[config.mk]
export PLATFORM = sky130hd
export DESIGN_NAME = sync_fifo_ctrl
export DESIGN_NICKNAME = d
export VERILOG_FILES = /design/src/rtl/fifo_pkg.sv /design/src/rtl/fifo_ptr.sv /design/src/rtl/sync_fifo_ctrl.sv
export SDC_FILE = /design/constraint.sdc
export NUM_CORES = 1
export LEC_CHECK = 0
export BUFFER_PORTS_ARGS = -buffer_cell sky130_fd_sc_hd__buf_2
export CORE_UTILIZATION = 40
export CTS_CLUSTER_SIZE = 25
export DETAILED_ROUTE_END_ITERATION = 6
export SETUP_SLACK_MARGIN = 0.3
export SLEW_MARGIN = 10
export SYNTH_ARGS = -nofsm -noshare
export SYNTH_HDL_FRONTEND = slang
export SYNTH_SLANG_ARGS = --single-unit
[constraint.sdc]
create_clock -name clk -period 6.1 [get_ports clk]
set_input_delay 0.305 -clock clk [delete_from_list [all_inputs] [get_ports clk]]
set_output_delay 0.305 -clock clk [all_outputs]
set_load 0.05 [all_outputs]
[src/rtl/fifo_pkg.sv]
// fifo_pkg: shared sizing helpers and default thresholds for the FIFO family
package fifo_pkg;

    localparam int DEF_ADDR_WIDTH = 7;
    localparam int DEF_DEPTH      = 2 ** DEF_ADDR_WIDTH;
    localparam int DEF_AF_THRESH  = 124;
    localparam int DEF_AE_THRESH  = 4;

    function automatic int depth_of(input int addr_width);
        return 2 ** addr_width;
    endfunction

    // One extra MSB distinguishes a full lap from an empty one
    function automatic int ptr_width(input int addr_width);
        return addr_width + 1;
    endfunction

endpackage

[src/rtl/fifo_ptr.sv]
// fifo_ptr: wrap-bit pointer with increment and synchronous clear, exposing the RAM address bits
module fifo_ptr
    import fifo_pkg::*;
#(
    parameter int AW = DEF_ADDR_WIDTH
) (
    input  logic          clk,
    input  logic          rst,
    input  logic          i_clr,
    input  logic          i_inc,
    output logic [AW-1:0] o_addr
);

    localparam int PW = ptr_width(AW);

    logic [PW-1:0] r_ptr;

    always_ff @(posedge clk)
        r_ptr <= (rst || i_clr) ? '0 : i_inc ? r_ptr + PW'(1) : r_ptr;

    assign o_addr = r_ptr[AW-1:0];

endmodule

[src/rtl/sync_fifo_ctrl.sv]
// sync_fifo_ctrl: single-clock FIFO controller sequencing a dual-port RAM with 1-cycle read latency
module sync_fifo_ctrl
    import fifo_pkg::*;
#(
    parameter int ADDR_WIDTH = DEF_ADDR_WIDTH,
    parameter int AF_THRESH  = DEF_AF_THRESH,
    parameter int AE_THRESH  = DEF_AE_THRESH
) (
    input  logic                  clk,
    input  logic                  rst,
    input  logic                  wr_en,
    input  logic                  rd_en,
    input  logic                  flush,
    output logic                  ram_wena,
    output logic [ADDR_WIDTH-1:0] ram_waddr,
    output logic                  ram_renb,
    output logic [ADDR_WIDTH-1:0] ram_raddr,
    output logic                  rd_valid,
    output logic                  full,
    output logic                  empty,
    output logic                  almost_full,
    output logic                  almost_empty,
    output logic [ADDR_WIDTH:0]   count,
    output logic                  overflow,
    output logic                  underflow
);

    localparam int            PW      = ptr_width(ADDR_WIDTH);
    localparam logic [PW-1:0] L_DEPTH = PW'(depth_of(ADDR_WIDTH));
    localparam logic [PW-1:0] L_AF    = PW'(AF_THRESH);
    localparam logic [PW-1:0] L_AE    = PW'(AE_THRESH);

    logic [PW-1:0] r_count;
    logic          r_rd_valid;
    logic          r_overflow;
    logic          r_underflow;
    logic          w_full;
    logic          w_empty;
    logic          w_clr;
    logic          w_push;
    logic          w_pop;

    // Flags come only from the count register, so inputs never reach them combinationally
    always_comb begin
        w_full  = r_count == L_DEPTH;
        w_empty = r_count == '0;
        w_clr   = rst | flush;
        w_push  = wr_en & ~w_full & ~w_clr;
        w_pop   = rd_en & ~w_empty & ~w_clr;
    end

    fifo_ptr #(.AW(ADDR_WIDTH)) u_wptr (
        .clk    (clk),
        .rst    (rst),
        .i_clr  (flush),
        .i_inc  (w_push),
        .o_addr (ram_waddr)
    );

    fifo_ptr #(.AW(ADDR_WIDTH)) u_rptr (
        .clk    (clk),
        .rst    (rst),
        .i_clr  (flush),
        .i_inc  (w_pop),
        .o_addr (ram_raddr)
    );

    always_ff @(posedge clk) begin
        if (rst || flush) begin
            r_count     <= '0;
            r_rd_valid  <= 1'b0;
            r_overflow  <= 1'b0;
            r_underflow <= 1'b0;
        end else begin
            r_count     <= (w_push && !w_pop) ? r_count + PW'(1) :
                           (w_pop && !w_push) ? r_count - PW'(1) : r_count;
            r_rd_valid  <= w_pop;
            r_overflow  <= r_overflow | (wr_en & w_full);
            r_underflow <= r_underflow | (rd_en & w_empty);
        end
    end

    assign ram_wena     = w_push;
    assign ram_renb     = w_pop;
    assign rd_valid     = r_rd_valid;
    assign full         = w_full;
    assign empty        = w_empty;
    assign almost_full  = r_count >= L_AF;
    assign almost_empty = r_count <= L_AE;
    assign count        = r_count;
    assign overflow     = r_overflow;
    assign underflow    = r_underflow;

endmodule

======== Yosys cells after proc, flatten, opt, wreduce, memory -nomap -nowiden ========
Index checks and enable logic that the tools add are counted.
cells by class
  $add $sub $neg .......................... 4
  multipliers ............................. 0
  divide/modulo/power cells ............... 0
  order comparisons ....................... 2
  equal/unequal tests ..................... 1
  shifts and indexed selects .............. 0
  muxes and demuxes ....................... 2
  bitwise gates (word level) .............. 12
  reduce and logical (&&, ||, !) cells .... 7
operators by type and width
  operator                                                                             number
  8-bit by 1-bit adder with 8-bit output, second input constant                        3
  8-bit 2-to-1 mux                                                                     2
  8-bit == test, second input constant                                                 1
  8-bit by 7-bit greater-or-equal comparator with 1-bit output, second input constant  1
  8-bit by 3-bit less-or-equal comparator with 1-bit output, second input constant     1
  8-bit logical NOT                                                                    1
  8-bit by 1-bit subtractor with 8-bit output, second input constant                   1
  1-bit bitwise AND                                                                    6
  1-bit inverter                                                                       3
  1-bit OR                                                                             3
  1-bit logical AND                                                                    2
  1-bit logical NOT                                                                    2
  2-bit nonzero test                                                                   1
  1-bit logical OR                                                                     1
storage, ports and cells
  register bits after elaboration ......... 27
  latch bits .............................. 0
  bits in writable memories ............... 0
  ROM bits ................................ 0
  bits of input ports ..................... 5
  output and inout bits ................... 31
  word-level logic and storage cells ...... 34
  memories kept ........................... 0

======== Depth between registers and ports, before layout ========
  depth in word-level cells ............... 8
  depth in mapped cells ................... 13
  depth with buffers taken out ............ 11

======== Modules after synthesis ========
A second synthesis with hierarchy kept.
unflattened totals
  cell total of the unflattened synthesis .. 155
  area, all modules ....................... 1332.5 um2
by module, submodules not included
  module          times used  cells each  area an instance (um2)  seq. area each (um2)
  sync_fifo_ctrl  1           93          767.0                   220.2
  fifo_ptr        2           31          282.8                   140.1

======== Worst setup path before layout ========
Ideal clock, no wire load.
  kind .................................... reg2reg
  start ................................... register r_count[0] (netlist: count[0])
  end ..................................... register r_count[7] (netlist: count[7])
  library setup time ...................... 0.058 ns
  data arrival time ....................... 3.856 ns
  required time ........................... 6.042 ns
  path slack .............................. 2.186 ns
  cell stages (with the launch flop) ...... 12
  buffers on the path ..................... 0
  period minus slack after synthesis ...... 3.914 ns
  path through ............................ dfxtp_1 or4_4 o31ai_4 nor2_1 ha_1 inv_1 ha_1 a21oi_1 a211oi_1 or4_1 a211oi_1 a31o_2
between the ends
  word-level cells in the longest chain between the ends .. 7
  elaborated cells on any way between the ends .. 17
  those cells by class .................... add/sub: 2; eq/ne: 1; mux: 2; bitwise: 6; reduce/logical: 6
ends and longest elaborated chain
  what                                 line                  text
  start, declared                      sync_fifo_ctrl.sv:33  logic [PW-1:0] r_count;
  start signal, assigned               sync_fifo_ctrl.sv:75  r_count <= (w_push && !w_pop) ? r_count + PW'(1) :
  8-bit == test (*)                    sync_fifo_ctrl.sv:45  w_full = r_count == L_DEPTH;
  1-bit inverter (*)                   sync_fifo_ctrl.sv:48  w_push = wr_en & ~w_full & ~w_clr;
  1-bit bitwise AND (*) (2 in series)  sync_fifo_ctrl.sv:48
  net ram_wena                         sync_fifo_ctrl.sv:14  output logic ram_wena,
  1-bit logical NOT                    sync_fifo_ctrl.sv:76  (w_pop && !w_push) ? r_count - PW'(1) : r_count;
  1-bit logical AND                    sync_fifo_ctrl.sv:76
  2-bit nonzero test (no line)         --
Mark *: on every way through the listed nets, which the timed path passes. The rest lies on a longest branch. The select of a mux whose other input is x is not followed.
A chain may end at the register's enable or synchronous reset.

======== Final worst setup path ========
  start ................................... register r_count[0] (netlist: count[0])
  end ..................................... register r_count[7] (netlist: count[7])
between the ends
  word-level cells in the longest chain between the ends .. 7
  elaborated cells on any way between the ends .. 17
  those cells by class .................... add/sub: 2; eq/ne: 1; mux: 2; bitwise: 6; reduce/logical: 6
ends and longest elaborated chain
  what
  branches (longest 7 deep; another with 8-bit by 1-bit subtractor with 8-bit output)
Several ways; the timed one is not identified. The select of a mux whose other input is x is not followed.

==> out/results.ini <==
[timing]
hold_viol = 0
rsz0062_at_grt = no
slew_headroom_pct = 65.11
fmax_mhz = 268.7
timing.hold.ws_ns = 0.2333
finalSetupViolations = 0
final-max-slew-violation-count = 0
fin_skew_ns = 0.002188
finalCritPeriodShare_pct = 61.02
fin_tns_setup_ns = 0
setup_slack_ns = 2.378
tightest_slew_ns = 0.5233
period_minus_slack_ns = 3.722

[pwr]
power_density_nw_per_um2 = 210.0
p_total_uw = 330.0
p_leak_uw = 0.0007040
peakVddDrop_uv = 91.90

[floorplanning]
die_w_um = 59.91
dieArea_um2 = 3589
initial_core_util_pct = 42.88
die_h_um = 59.91
num_rows = 20
pin_count = 36
coreArea_um2 = 3128

[placement]
io_buffers = 35
place_ws_ns = 2.383
globalplace.congestion = 0.8674
place_area_um2 = 1541
post-dp-hpwl_um = 2104

[setup_path]
reg2reg_slack_ns = 2.38
cp-start-kind = flip-flop
crit_path_end_kind = flip-flop
r2r-start = count[0]$_SDFFE_PP0P_
critPathRequiredTime_ns = 6.37
reg2reg_to = count[7]$_SDFFE_PP0P_
critPathKind = flip-flop to flip-flop
worstPathMaxFanout = 9
worstPathArrival_ns = 3.99
reg2reg_depth = 11

[synthesis]
synth_ff_type = dfxtp_1
yosysWarningCount = 0
synth_top_family_by_area = simple AND/OR/NAND/NOR gates
synth_edf_count = 0
synth_common_cells = 26 x nor2_1, 25 x dfxtp_1, 13 x nand2_1, 10 x a21oi_1, 9 x ha_1
avgSynthCellArea_um2 = 8.598
syn-cell-area_um2 = 1341
yosysTopAreaCell = dfxtp_1
syn_nets = 171
synthMuxAreaShare_pct = 2.985
synth.top_cell.area_share_pct = 37.31
yosys.area_share.simple_pct = 23.13
synthAdderAreaFrac_pct = 9.888
synth.most_common_cell = nor2_1
synth_compound_area_share_pct = 13.25
yosysSeqAreaShare_pct = 37.31
synth-xor-area-share_pct = 9.795
synth.distinct_cells = 33
synth_seq_cells = 25
synthTopCellsByArea = dfxtp_1 37%, ha_1 8.4%, nor2_1 7.3%
synthArstFlopShare_pct = 0
postSynthCellCount = 156

[grt]
grt_max_degree = 28
grt_overflow_total = 0
track_usage_pct = 16.22
grt_pass1_wl_um = 4464
antenna_found_initial = 0
grt_pass1_vias = 1046

[routing]
maxUsedRoutingLayer = met4
met3WireLength_um = 116
drc = 0
m1WireLength_um = 1347
route.met2.wl_um = 1260
via_count = 1158
routedWlPerCell_um = 11.79
dr.pass1.iters = 4
routed_wl_um = 2747
via_per_inst = 4.970
drt_iter0_markers = 35
antenna_left = 0

[final_layout]
syn2layout_area_growth_pct = 17.16
fill_cells = 330
final_nets = 205
drive_above_1_share_pct = 24.34
antenna_cells = 0
multi_input_area_um2 = 792.0
fin_area_um2 = 1572
register_area_um2 = 500.5

[clock_tree]
clock_sink_count = 25
numCtsBuffers = 3
cts_buffer_depth = 2
cts_htree_levels = 1
root_buffer = clkbuf_4
clk_latency_ns = 0.31
tritoncts = built
clk_pin_slew_ns = 0.14
post-cts-setup-buffers = 0
ctsResizeCount = 0
hold_buffers = 0

[hold_path]
hold_start = rd_en
min_path_type = primary input to flip-flop
min_path_cells = 3
whs_endpoint = underflow$_SDFF_PP0_

[job]
maxCapViolations = 0

[run_status]
outcome = finished, final reports clean

[routing by layer]
| metal | track usage, % | vias up |
|---|---|---|
| met5 | 0 | - |
| met4 | 5.648 | 0 |
| met3 | 3.247 | 2 |
| met2 | 25.71 | 24 |
| met1 | 21.80 | 523 |
| li1 | - | 609 |
[registers in the layout (all words and copies together), names as in the netlist]
name and flops:
count 8, overflow 1, rd_valid 1, u_rptr.r_ptr 7, u_wptr.r_ptr 7, underflow 1
[metrics by stage]
step                util [%]  std cells
global route           50.24        233
global placement       49.28        229
CTS                    50.24        233
detailed placement     49.28        229
finish                 50.24        233
floorplan                  -        156
[power breakdown]
group	internal [µW]	switching [µW]	total (µW)
clock	25.0	50.5	75.5
sequential	167	4.60	172
combinational	25.1	57.8	82.9
total	217	113	330
[cells in the final DEF (no fill, tap or decap), types with 2 or more instances in the layout]
cell type and n:
buf_2 35, nor2_1 26, dfxtp_1 25, nand2_1 13, a21oi_1 10, ha_1 9
xnor2_1 8, xor2_1 7, nand3_1 6, o21ai_0 6, inv_1 5, nor3_1 4
nand4_1 4, mux2i_1 4, clkbuf_4 3, nor4b_1 2, a21o_1 2, and3_1 2
nor3_2 2, a211oi_1 2
[worst max path at each step]
stage                                     start                    end  slack (ns)  cells past startpoint
after floorplan           count[0]$_SDFFE_PP0P_  count[7]$_SDFFE_PP0P_        2.19                     11
after CTS                 count[0]$_SDFFE_PP0P_  count[7]$_SDFFE_PP0P_        2.35                     11
after detailed placement  count[0]$_SDFFE_PP0P_  count[7]$_SDFFE_PP0P_        2.38                     11
final                     count[0]$_SDFFE_PP0P_  count[7]$_SDFFE_PP0P_        2.38                     11
after global routing      count[0]$_SDFFE_PP0P_  count[7]$_SDFFE_PP0P_        2.16                     11
after global placement    count[0]$_SDFFE_PP0P_  count[7]$_SDFFE_PP0P_        2.52                     11
[worst max-delay path: stages, from the launching register on]
cell	delay (ns)
dfxtp_1	0.41
or4_4	0.60
o31ai_4	0.45
nor2_1	0.11
ha_1	0.23
inv_1	0.22
ha_1	0.33
a21oi_1	0.28
a211oi_1	0.14
or4_1	0.51
a211oi_1	0.27
a31o_2	0.14
[cell families (layout without fill, tap and decap cells)]
group           after synthesis  count (layout)
compound gates               27              27
xor+xnor                     15              15
fa+ha+maj                    10              10
buf+inv                      11              44
flops                        25              25
mux                           4               4
simple gates                 64              64
[cell type report]
class / instances / area share, %
clock buffers: 3 / 1.433
well taps: 44 / 3.503
clock inverters: 1 / 0.4777
inverters: 5 / 1.194
repair buffers: 35 / 11.15
multi-input cells: 120 / 50.40
flip-flops and latches: 25 / 31.85
Note: power is estimated with default switching activity, not from simulation.
